[src/rtl/mc_controller_if.sv]
// Bus between the multicycle controller and its datapath: instruction
// fields and ALU flags in, control strobes and the debug state out.
interface mc_controller_if;
    logic [5:0] opcode;
    logic [5:0] funct;
    logic       zero;
    logic       overflow;
    logic       pc_wr;
    logic       ir_wr;
    logic       regwrite;
    logic       memwrite;
    logic [2:0] aluop;
    logic       alusrc;
    logic       ext_sel;
    logic [1:0] regdst;
    logic [1:0] memtoreg;
    logic [1:0] npc_sel;
    logic       of_control;
    logic       lb_flag;
    logic [3:0] state;

    // Datapath side
    modport master (
        output opcode, funct, zero, overflow,
        input  pc_wr, ir_wr, regwrite, memwrite, aluop, alusrc, ext_sel,
               regdst, memtoreg, npc_sel, of_control, lb_flag, state
    );

    // Controller side
    modport slave (
        input  opcode, funct, zero, overflow,
        output pc_wr, ir_wr, regwrite, memwrite, aluop, alusrc, ext_sel,
               regdst, memtoreg, npc_sel, of_control, lb_flag, state
    );
endinterface

[src/rtl/mc_controller.sv]
// Multicycle MIPS-subset controller. Only the state register is sequential;
// every control output is a combinational decode of state and opcode/funct.
//
// state  | meaning
// FETCH  | load IR, PC <= PC+4
// DECODE | classify instruction
// MEMADR | compute base+offset
// MEMRD  | data memory read, address held
// MEMWB  | write loaded data to rt
// MEMWR  | store to data memory
// EXEC   | ALU operation
// ALUWB  | write ALU result (rd for R-type, rt otherwise)
// BRANCH | beq compare, conditional PC load
// JUMP   | j / jal / jr PC load
module mc_controller (
    input  logic            clk,
    input  logic            reset,
    mc_controller_if.slave  bus
);
    typedef enum logic [3:0] {
        S_FETCH  = 4'd0,
        S_DECODE = 4'd1,
        S_MEMADR = 4'd2,
        S_MEMRD  = 4'd3,
        S_MEMWB  = 4'd4,
        S_MEMWR  = 4'd5,
        S_EXEC   = 4'd6,
        S_ALUWB  = 4'd7,
        S_BRANCH = 4'd8,
        S_JUMP   = 4'd9
    } state_t;

    localparam logic [2:0] ALU_ADD = 3'b000;
    localparam logic [2:0] ALU_OR  = 3'b001;
    localparam logic [2:0] ALU_SLT = 3'b010;
    localparam logic [2:0] ALU_SUB = 3'b011;
    localparam logic [2:0] ALU_LUI = 3'b100;

    state_t state, next_state;

    logic is_rtype, is_lw, is_lb, is_sw, is_addi, is_addiu, is_ori, is_lui;
    logic is_addu, is_subu, is_slt, is_beq, is_j, is_jal, is_jr, is_alu;
    logic [2:0] alu_op;
    logic       alu_src, alu_ext, alu_of;

    // Instruction classification from the live IR fields
    always_comb begin
        is_rtype = (bus.opcode == 6'b000000);
        is_lw    = (bus.opcode == 6'b100011);
        is_lb    = (bus.opcode == 6'b100000);
        is_sw    = (bus.opcode == 6'b101011);
        is_addi  = (bus.opcode == 6'b001000);
        is_addiu = (bus.opcode == 6'b001001);
        is_ori   = (bus.opcode == 6'b001101);
        is_lui   = (bus.opcode == 6'b001111);
        is_beq   = (bus.opcode == 6'b000100);
        is_j     = (bus.opcode == 6'b000010);
        is_jal   = (bus.opcode == 6'b000011);
        is_addu  = is_rtype && (bus.funct == 6'b100001);
        is_subu  = is_rtype && (bus.funct == 6'b100011);
        is_slt   = is_rtype && (bus.funct == 6'b101010);
        is_jr    = is_rtype && (bus.funct == 6'b001000);
        is_alu   = is_addi || is_addiu || is_ori || is_lui || is_addu || is_subu || is_slt;
    end

    // ALU decode shared by EXEC and ALUWB so the result stays stable for writeback
    always_comb begin
        alu_op  = ALU_ADD;
        alu_src = 1'b0;
        alu_ext = 1'b1;
        alu_of  = 1'b0;
        if (is_addi) begin
            alu_src = 1'b1;
            alu_of  = 1'b1;
        end else if (is_addiu) begin
            alu_src = 1'b1;
        end else if (is_ori) begin
            alu_op  = ALU_OR;
            alu_src = 1'b1;
            alu_ext = 1'b0;
        end else if (is_lui) begin
            alu_op  = ALU_LUI;
            alu_src = 1'b1;
        end else if (is_subu) begin
            alu_op  = ALU_SUB;
        end else if (is_slt) begin
            alu_op  = ALU_SLT;
            alu_src = 1'b1;
        end
    end

    // State register; reset wins from any state, including mid-instruction
    always_ff @(posedge clk) begin
        if (reset) state <= S_FETCH;
        else       state <= next_state;
    end

    // Next-state and control decode; during reset the FETCH decode is shown
    // with the PC/IR strobes suppressed so nothing is written
    always_comb begin
        state_t cur;
        cur            = reset ? S_FETCH : state;
        next_state     = S_FETCH;
        bus.pc_wr      = 1'b0;
        bus.ir_wr      = 1'b0;
        bus.regwrite   = 1'b0;
        bus.memwrite   = 1'b0;
        bus.aluop      = ALU_ADD;
        bus.alusrc     = 1'b0;
        bus.ext_sel    = 1'b1;
        bus.regdst     = 2'b00;
        bus.memtoreg   = 2'b00;
        bus.npc_sel    = 2'b00;
        bus.of_control = 1'b0;
        bus.lb_flag    = 1'b0;
        case (cur)
            S_FETCH: begin
                bus.pc_wr  = 1'b1;
                bus.ir_wr  = 1'b1;
                next_state = S_DECODE;
            end
            S_DECODE: begin
                if (is_lw || is_lb || is_sw) next_state = S_MEMADR;
                else if (is_alu)             next_state = S_EXEC;
                else if (is_beq)             next_state = S_BRANCH;
                else if (is_j || is_jal || is_jr) next_state = S_JUMP;
            end
            S_MEMADR: begin
                bus.alusrc = 1'b1;
                if (is_lw || is_lb) next_state = S_MEMRD;
                else if (is_sw)     next_state = S_MEMWR;
            end
            S_MEMRD: begin
                bus.alusrc  = 1'b1;
                bus.lb_flag = is_lb;
                next_state  = S_MEMWB;
            end
            S_MEMWB: begin
                bus.regwrite = 1'b1;
                bus.memtoreg = 2'b01;
                bus.lb_flag  = is_lb;
            end
            S_MEMWR: begin
                bus.memwrite = 1'b1;
                bus.alusrc   = 1'b1;
            end
            S_EXEC: begin
                bus.aluop      = alu_op;
                bus.alusrc     = alu_src;
                bus.ext_sel    = alu_ext;
                bus.of_control = alu_of;
                next_state     = S_ALUWB;
            end
            S_ALUWB: begin
                bus.aluop      = alu_op;
                bus.alusrc     = alu_src;
                bus.ext_sel    = alu_ext;
                bus.of_control = alu_of;
                bus.regwrite   = !(is_addi && bus.overflow);
                bus.regdst     = is_rtype ? 2'b01 : 2'b00;
            end
            S_BRANCH: begin
                bus.aluop   = ALU_SUB;
                bus.npc_sel = 2'b01;
                bus.pc_wr   = bus.zero;
            end
            S_JUMP: begin
                bus.pc_wr   = 1'b1;
                bus.npc_sel = is_jr ? 2'b11 : 2'b10;
                if (is_jal) begin
                    bus.regwrite = 1'b1;
                    bus.regdst   = 2'b10;
                    bus.memtoreg = 2'b10;
                end
            end
            default: next_state = S_FETCH;
        endcase
        if (reset) begin
            bus.pc_wr = 1'b0;
            bus.ir_wr = 1'b0;
        end
    end

    assign bus.state = state;
endmodule

[src/flat_wrapper.sv]
// flat-port wrapper written by rule: the top's interface ports become plain ports
module mc_controller_flat 
  (clk, reset, bus_opcode, bus_funct, bus_zero, bus_overflow, bus_pc_wr, bus_ir_wr, bus_regwrite, bus_memwrite, bus_aluop, bus_alusrc, bus_ext_sel, bus_regdst, bus_memtoreg, bus_npc_sel, bus_of_control, bus_lb_flag, bus_state);
  mc_controller_if bus_i ();
  input  logic clk;
  input  logic reset;
  input wire logic [$bits(bus_i.opcode)-1:0] bus_opcode;
  input wire logic [$bits(bus_i.funct)-1:0] bus_funct;
  input wire logic [$bits(bus_i.zero)-1:0] bus_zero;
  input wire logic [$bits(bus_i.overflow)-1:0] bus_overflow;
  output wire logic [$bits(bus_i.pc_wr)-1:0] bus_pc_wr;
  output wire logic [$bits(bus_i.ir_wr)-1:0] bus_ir_wr;
  output wire logic [$bits(bus_i.regwrite)-1:0] bus_regwrite;
  output wire logic [$bits(bus_i.memwrite)-1:0] bus_memwrite;
  output wire logic [$bits(bus_i.aluop)-1:0] bus_aluop;
  output wire logic [$bits(bus_i.alusrc)-1:0] bus_alusrc;
  output wire logic [$bits(bus_i.ext_sel)-1:0] bus_ext_sel;
  output wire logic [$bits(bus_i.regdst)-1:0] bus_regdst;
  output wire logic [$bits(bus_i.memtoreg)-1:0] bus_memtoreg;
  output wire logic [$bits(bus_i.npc_sel)-1:0] bus_npc_sel;
  output wire logic [$bits(bus_i.of_control)-1:0] bus_of_control;
  output wire logic [$bits(bus_i.lb_flag)-1:0] bus_lb_flag;
  output wire logic [$bits(bus_i.state)-1:0] bus_state;
  assign bus_i.opcode = bus_opcode;
  assign bus_i.funct = bus_funct;
  assign bus_i.zero = bus_zero;
  assign bus_i.overflow = bus_overflow;
  assign bus_pc_wr = bus_i.pc_wr;
  assign bus_ir_wr = bus_i.ir_wr;
  assign bus_regwrite = bus_i.regwrite;
  assign bus_memwrite = bus_i.memwrite;
  assign bus_aluop = bus_i.aluop;
  assign bus_alusrc = bus_i.alusrc;
  assign bus_ext_sel = bus_i.ext_sel;
  assign bus_regdst = bus_i.regdst;
  assign bus_memtoreg = bus_i.memtoreg;
  assign bus_npc_sel = bus_i.npc_sel;
  assign bus_of_control = bus_i.of_control;
  assign bus_lb_flag = bus_i.lb_flag;
  assign bus_state = bus_i.state;
  mc_controller u_core (.clk(clk), .reset(reset), .bus(bus_i));
endmodule
[config.mk]
export PLATFORM = sky130hd
export DESIGN_NAME = mc_controller_flat
export DESIGN_NICKNAME = d
export VERILOG_FILES = /design/src/rtl/mc_controller_if.sv /design/src/rtl/mc_controller.sv /design/src/flat_wrapper.sv
export SDC_FILE = /design/constraint.sdc
export NUM_CORES = 1
export LEC_CHECK = 0
export CAP_MARGIN = 20
export CORE_MARGIN = 2
export CORE_UTILIZATION = 37
export CTS_CLUSTER_SIZE = 12
export DETAILED_ROUTE_END_ITERATION = 8
export HOLD_SLACK_MARGIN = 0.08
export PLACE_DENSITY = 0.9
export SLEW_MARGIN = 30
export SYNTH_ARGS = -nofsm -noshare
export SYNTH_HDL_FRONTEND = slang
export SYNTH_SLANG_ARGS = --single-unit
[constraint.sdc]
create_clock -name clk -period 2.1 [get_ports clk]
set_input_delay 0.42 -clock clk [delete_from_list [all_inputs] [get_ports clk]]
set_output_delay 0.42 -clock clk [all_outputs]
set_load 0.01 [all_outputs]
Yosys cells after proc, flatten, opt, wreduce, memory -nomap -nowiden

Cells that the tools add are included.
Widths: inputs -> output; s select.

Flip-flop bits (word level): 4
Input port bits: 16
Output and inout port bits: 21

Equality and inequality tests: 23
Mux-type cells: 42
Reduce and logical (&&, ||, !) cells: 22

Operators by type and width:

| operator           | number |
|---|---|
| $eq 6x6->1 const B | 6 |
| $eq 6x4->1 const B | 5 |
| $mux 4             | 6 |
| $mux 1             | 20 |
| $pmux 4 s5         | 1 |
| $mux 3             | 6 |
| $eq 4x3->1 const B | 4 |
| $eq 6x2->1 const B | 2 |
| $pmux 2 s2         | 3 |
| $logic_or 1x1->1   | 10 |
| $eq 4x2->1 const B | 2 |
| $eq 4x4->1 const B | 2 |
| $eq 6x3->1 const B | 1 |
| $logic_not 6->1    | 1 |
| $pmux 3 s2         | 1 |
| $reduce_or 2->1    | 3 |
| $logic_and 1x1->1  | 5 |
| $eq 4x1->1 const B | 1 |
| $logic_not 4->1    | 1 |
| $mux 2             | 2 |
| $pmux 1 s2         | 2 |
| $pmux 1 s3         | 1 |
| $reduce_or 3->1    | 1 |
| $logic_not 1->1    | 1 |

Logic depth before layout (Yosys ltp)

Depth in word-level cells: 10
Gate-level depth with buffers: 5

Least setup slack after synthesis

No wires, ideal clock.

Path kind: in2out
From: input bus_funct[0]
To: output bus_npc_sel[0]
Arrival time: 1.622 ns
Data required time: 1.680 ns
Path slack: 0.058 ns
Stages: 3
Path buffers: 0
Path through: or3b_1 or4_1 o31ai_1

Longest elaborated chain between the ends: 4

RTL lines:

| element           | RTL line             | text |
|---|---|---|
| from (decl)       | flat_wrapper.sv:8    | `input wire logic [$bits(bus_i.funct)-1:0] bus_funct;` |
| $eq 6x4->1        | mc_controller.sv:62  | `is_jr = is_rtype && (bus.funct == 6'b001000);` |
| $logic_and 1x1->1 | mc_controller.sv:62  |  |
| $mux 1            | mc_controller.sv:169 | `bus.npc_sel = is_jr ? 2'b11 : 2'b10;` |
| $pmux 2 s2        | mc_controller.sv:116 | `case (cur)` |
| to (decl)         | flat_wrapper.sv:20   | `output wire logic [$bits(bus_i.npc_sel)-1:0] bus_npc_sel;` |

Every way passes these cells.

Worst setup path after layout

Ends and elaborated chain as after synthesis.

==> results by group <==
Cells and area
  – Fillers: 90
  – Nets: 199
  – Area of the multi-input gates: 633 um^2
  – Post-Layout Inst Area: 1460 um^2
  – Register area: 83.8 um^2
  – Finished Core Util: 87.3%
  – Number of flip-flops in the largest register: 4
  – Largest reg by FF count: u_core.bus.state
  – Largest regs: u_core.bus.state (4)
  – Finished Layout Cells: 198
  – ANT cells: 0
  – P&R area growth vs syn: 128%
  – Ratio of cells with drive above 1 in the final layout: 51.9%

STA
  – Hold slack: 0.484 ns
  – Worst Clk Skew: 0.00635 ns
  – Fmax: 0.452 GHz
  – Least-Margin Pin Slew: 0.390 ns
  – RSZ-0062 raised after global routing: yes
  – Fin worst setup slack: -0.113 ns
  – Slew margin rel.: 73.7%
  – Fin crit share: 105%
  – Fin crit period: 2.21 ns
  – Fin. max-slew vios: 0
  – Setup-failing EPs final: 4
  – Final hold vios: 0

Yosys
  – Synth Register Bits: 4
  – EDFF count, synth: 0
  – Ys flop type: dfxtp_1
  – Sequential area share after synthesis: 12.5%
  – Post-Syn Nets: 115
  – Synth warn: 0
  – Yosys cell types: 39
  – Syn Inst Count: 99
  – Ys async rst share: 0%
  – Mapped Area: 639 um^2
  – Syn_area_per_cell: 6.46 um^2

Clock network
  – H-Tree Depth: 1
  – Sink Count: 4
  – Num CTS Buffers: 3
  – Worst-path clk slew: 0.04 ns
  – Clock Tree Root: clkbuf_4
  – Clock latency on the worst-skew pair: 0.24 ns
  – CTS tree: built
  – CTS Hold Bufs: 0
  – Clock Path Buffers: 2

Critical path
  – Worst-path cell chain: buf_6, or3b_4, or4_4, o31ai_2, buf_2
  – Slowest-stage cell, CP: or4_4
  – Crit path buf inv count: 2
  – Critical Path AT: 1.79 ns
  – Setup crit start kind: primary input
  – Crit-path leading delay family: simple AND/OR/NAND/NOR gates
  – Crit path max fanout: 2
  – Crit path largest cell delay: 0.44 ns
  – Worst Path Required: 1.68 ns
  – Critical path capture point type: output pin
  – R2R Path Start: u_core.bus.state[0]
  – CP startpoint: bus_funct[0]
  – Worst setup path class: in2out

Die
  – Initial Util: 38.3%
  – DIE AREA: 2080 um^2
  – Core area: 1670 um^2
  – I/O pin total: 37
  – Core Rows: 15
  – Die width: 45.6 um
  – Die Y: 45.6 um

Route
  – Via count: 1301
  – DRT antenna net count: 0
  – 1st-pass router iterations: 5
  – DRC: 0
  – Final WL: 4220 um
  – Vias per cell: 6.57
  – Initial DRC count: 118
  – Drt wl/cell: 21.3 um

Placement
  – Placed cell area: 1270 um^2
  – DP Wirelength: 2340 um
  – PortBufs: 36
  – Routability cong.: 0.890
  – Pre-CTS setup slack: -0.841 ns
  – DP Cell Count: 183

Global routing
  – First-pass GRT wire length: 5610 um
  – Largest net degree at the start of global routing: 9
  – Gr usage total: 37.2%
  – Initial antenna violation count: 0
  – GRT overflow: 0
  – Vias in the first global route: 1223

Power and ir drop
  – Pwr Density: 248 nW/um^2
  – Leakage: 0.704 nW
  – Largest vdd supply drop: 0.289 mV

Run status
  – Failing checks: negative setup slack
  – Status: finished, violations left

Worst hold path
  – Worst Hold Launch: bus_opcode[5]
  – Hold crit path type: in2reg

Job
  – Max-cap violation count: 0
[stage by stage]
| stage | power [mW] | TNS [ns] |
|---|---|---|
| global route | 0.376 | -0.581 |
| global placement | 0.225 | -7.91 |
| finish | 0.361 | -0.207 |
| CTS | 0.347 | -0.157 |
| floorplan | 0.136 | 0 |
| detailed placement | 0.232 | -9.01 |
[logic make-up after synthesis]
kind of cell | share of synthesized area [%]
buffers and inverters | 6.65
AOI/OAI and AO/OA | 26.6
DFF | 12.5
and+or+nand+nor | 54.2
[cell usage after synthesis, types with 2 or more instances]
library cell	instances	area, um^2
a31o_1	2	17.5
a32o_1	2	20.0
and2_1	2	12.5
and3_1	2	12.5
clkbuf_1	5	18.8
dfxtp_1	4	80.1
inv_1	4	15.0
nand2_1	15	56.3
nand2b_1	4	25.0
nand3_1	2	10.0
nor2_1	9	33.8
nor2b_1	2	12.5
nor3_1	4	20.0
nor3b_1	2	15.0
nor4_1	5	31.3
nor4b_1	2	17.5
o21ai_1	8	40.0
or3b_1	2	17.5
or4_1	3	22.5
[power by group]
part           internal, mW  total (mW)  switching [mW]
sequential           0.0793      0.0837         0.00437
combinational        0.0917       0.181          0.0895
clock                0.0640      0.0963          0.0323
[layout by cell type (no fill, tap or decap), types with 4 or more instances in the layout]
master,Yosys,routed
inv_1,4,4
buf_4,0,46
buf_6,0,6
nand2b_1,4,4
clkbuf_2,0,4
o21ai_1,8,7
buf_2,1,8
nor4_1,5,4
dlygate4sd2_1,0,10
nand2_1,15,13
clkdlybuf4s50_1,0,6
nor2_1,9,6
[worst register-to-register path, stage by stage, from the launching register on]
cell,delay [ns]
dfxtp_2,0.37
inv_2,0.06
buf_4,0.15
or3_1,0.38
or4_1,0.49
a2111oi_2,0.21
[cell type report]
| class | count | area share [%] |
|---|---|---|
| clock buffers | 3 | 1.55 |
| inverters | 5 | 1.29 |
| multi-input cells | 84 | 43.4 |
| flip-flops and latches | 4 | 5.75 |
| well taps | 17 | 1.46 |
| repair buffers | 85 | 46.5 |
[final timing paths]
path / slack (ns) / to / depth (start not counted)
worst min-delay path: 0.48 / u_core.bus.state[3] / 3
worst max register to register: 0.33 / u_core.bus.state[3] / 5
worst max-delay path: -0.11 / bus_npc_sel[0] / 5
worst min register to register: 0.74 / u_core.bus.state[2] / 2
[repair_timing]
action	4_1_cts	5_1_grt
endpoints found under the setup margin	17	13
resized for setup	90	20
pin swaps	13	10
hold endpoints to repair	0	0
buffers inserted	11	1
[per-layer routing]
layer,vias up,GRT usage [%],part of all wire (%)
met3,43,10.3,10
met2,108,64.5,47
li1,541,-,-
met1,609,41.5,36
met5,-,0,0
met4,0,17.1,7.0
(Power assumes the default switching activity.)
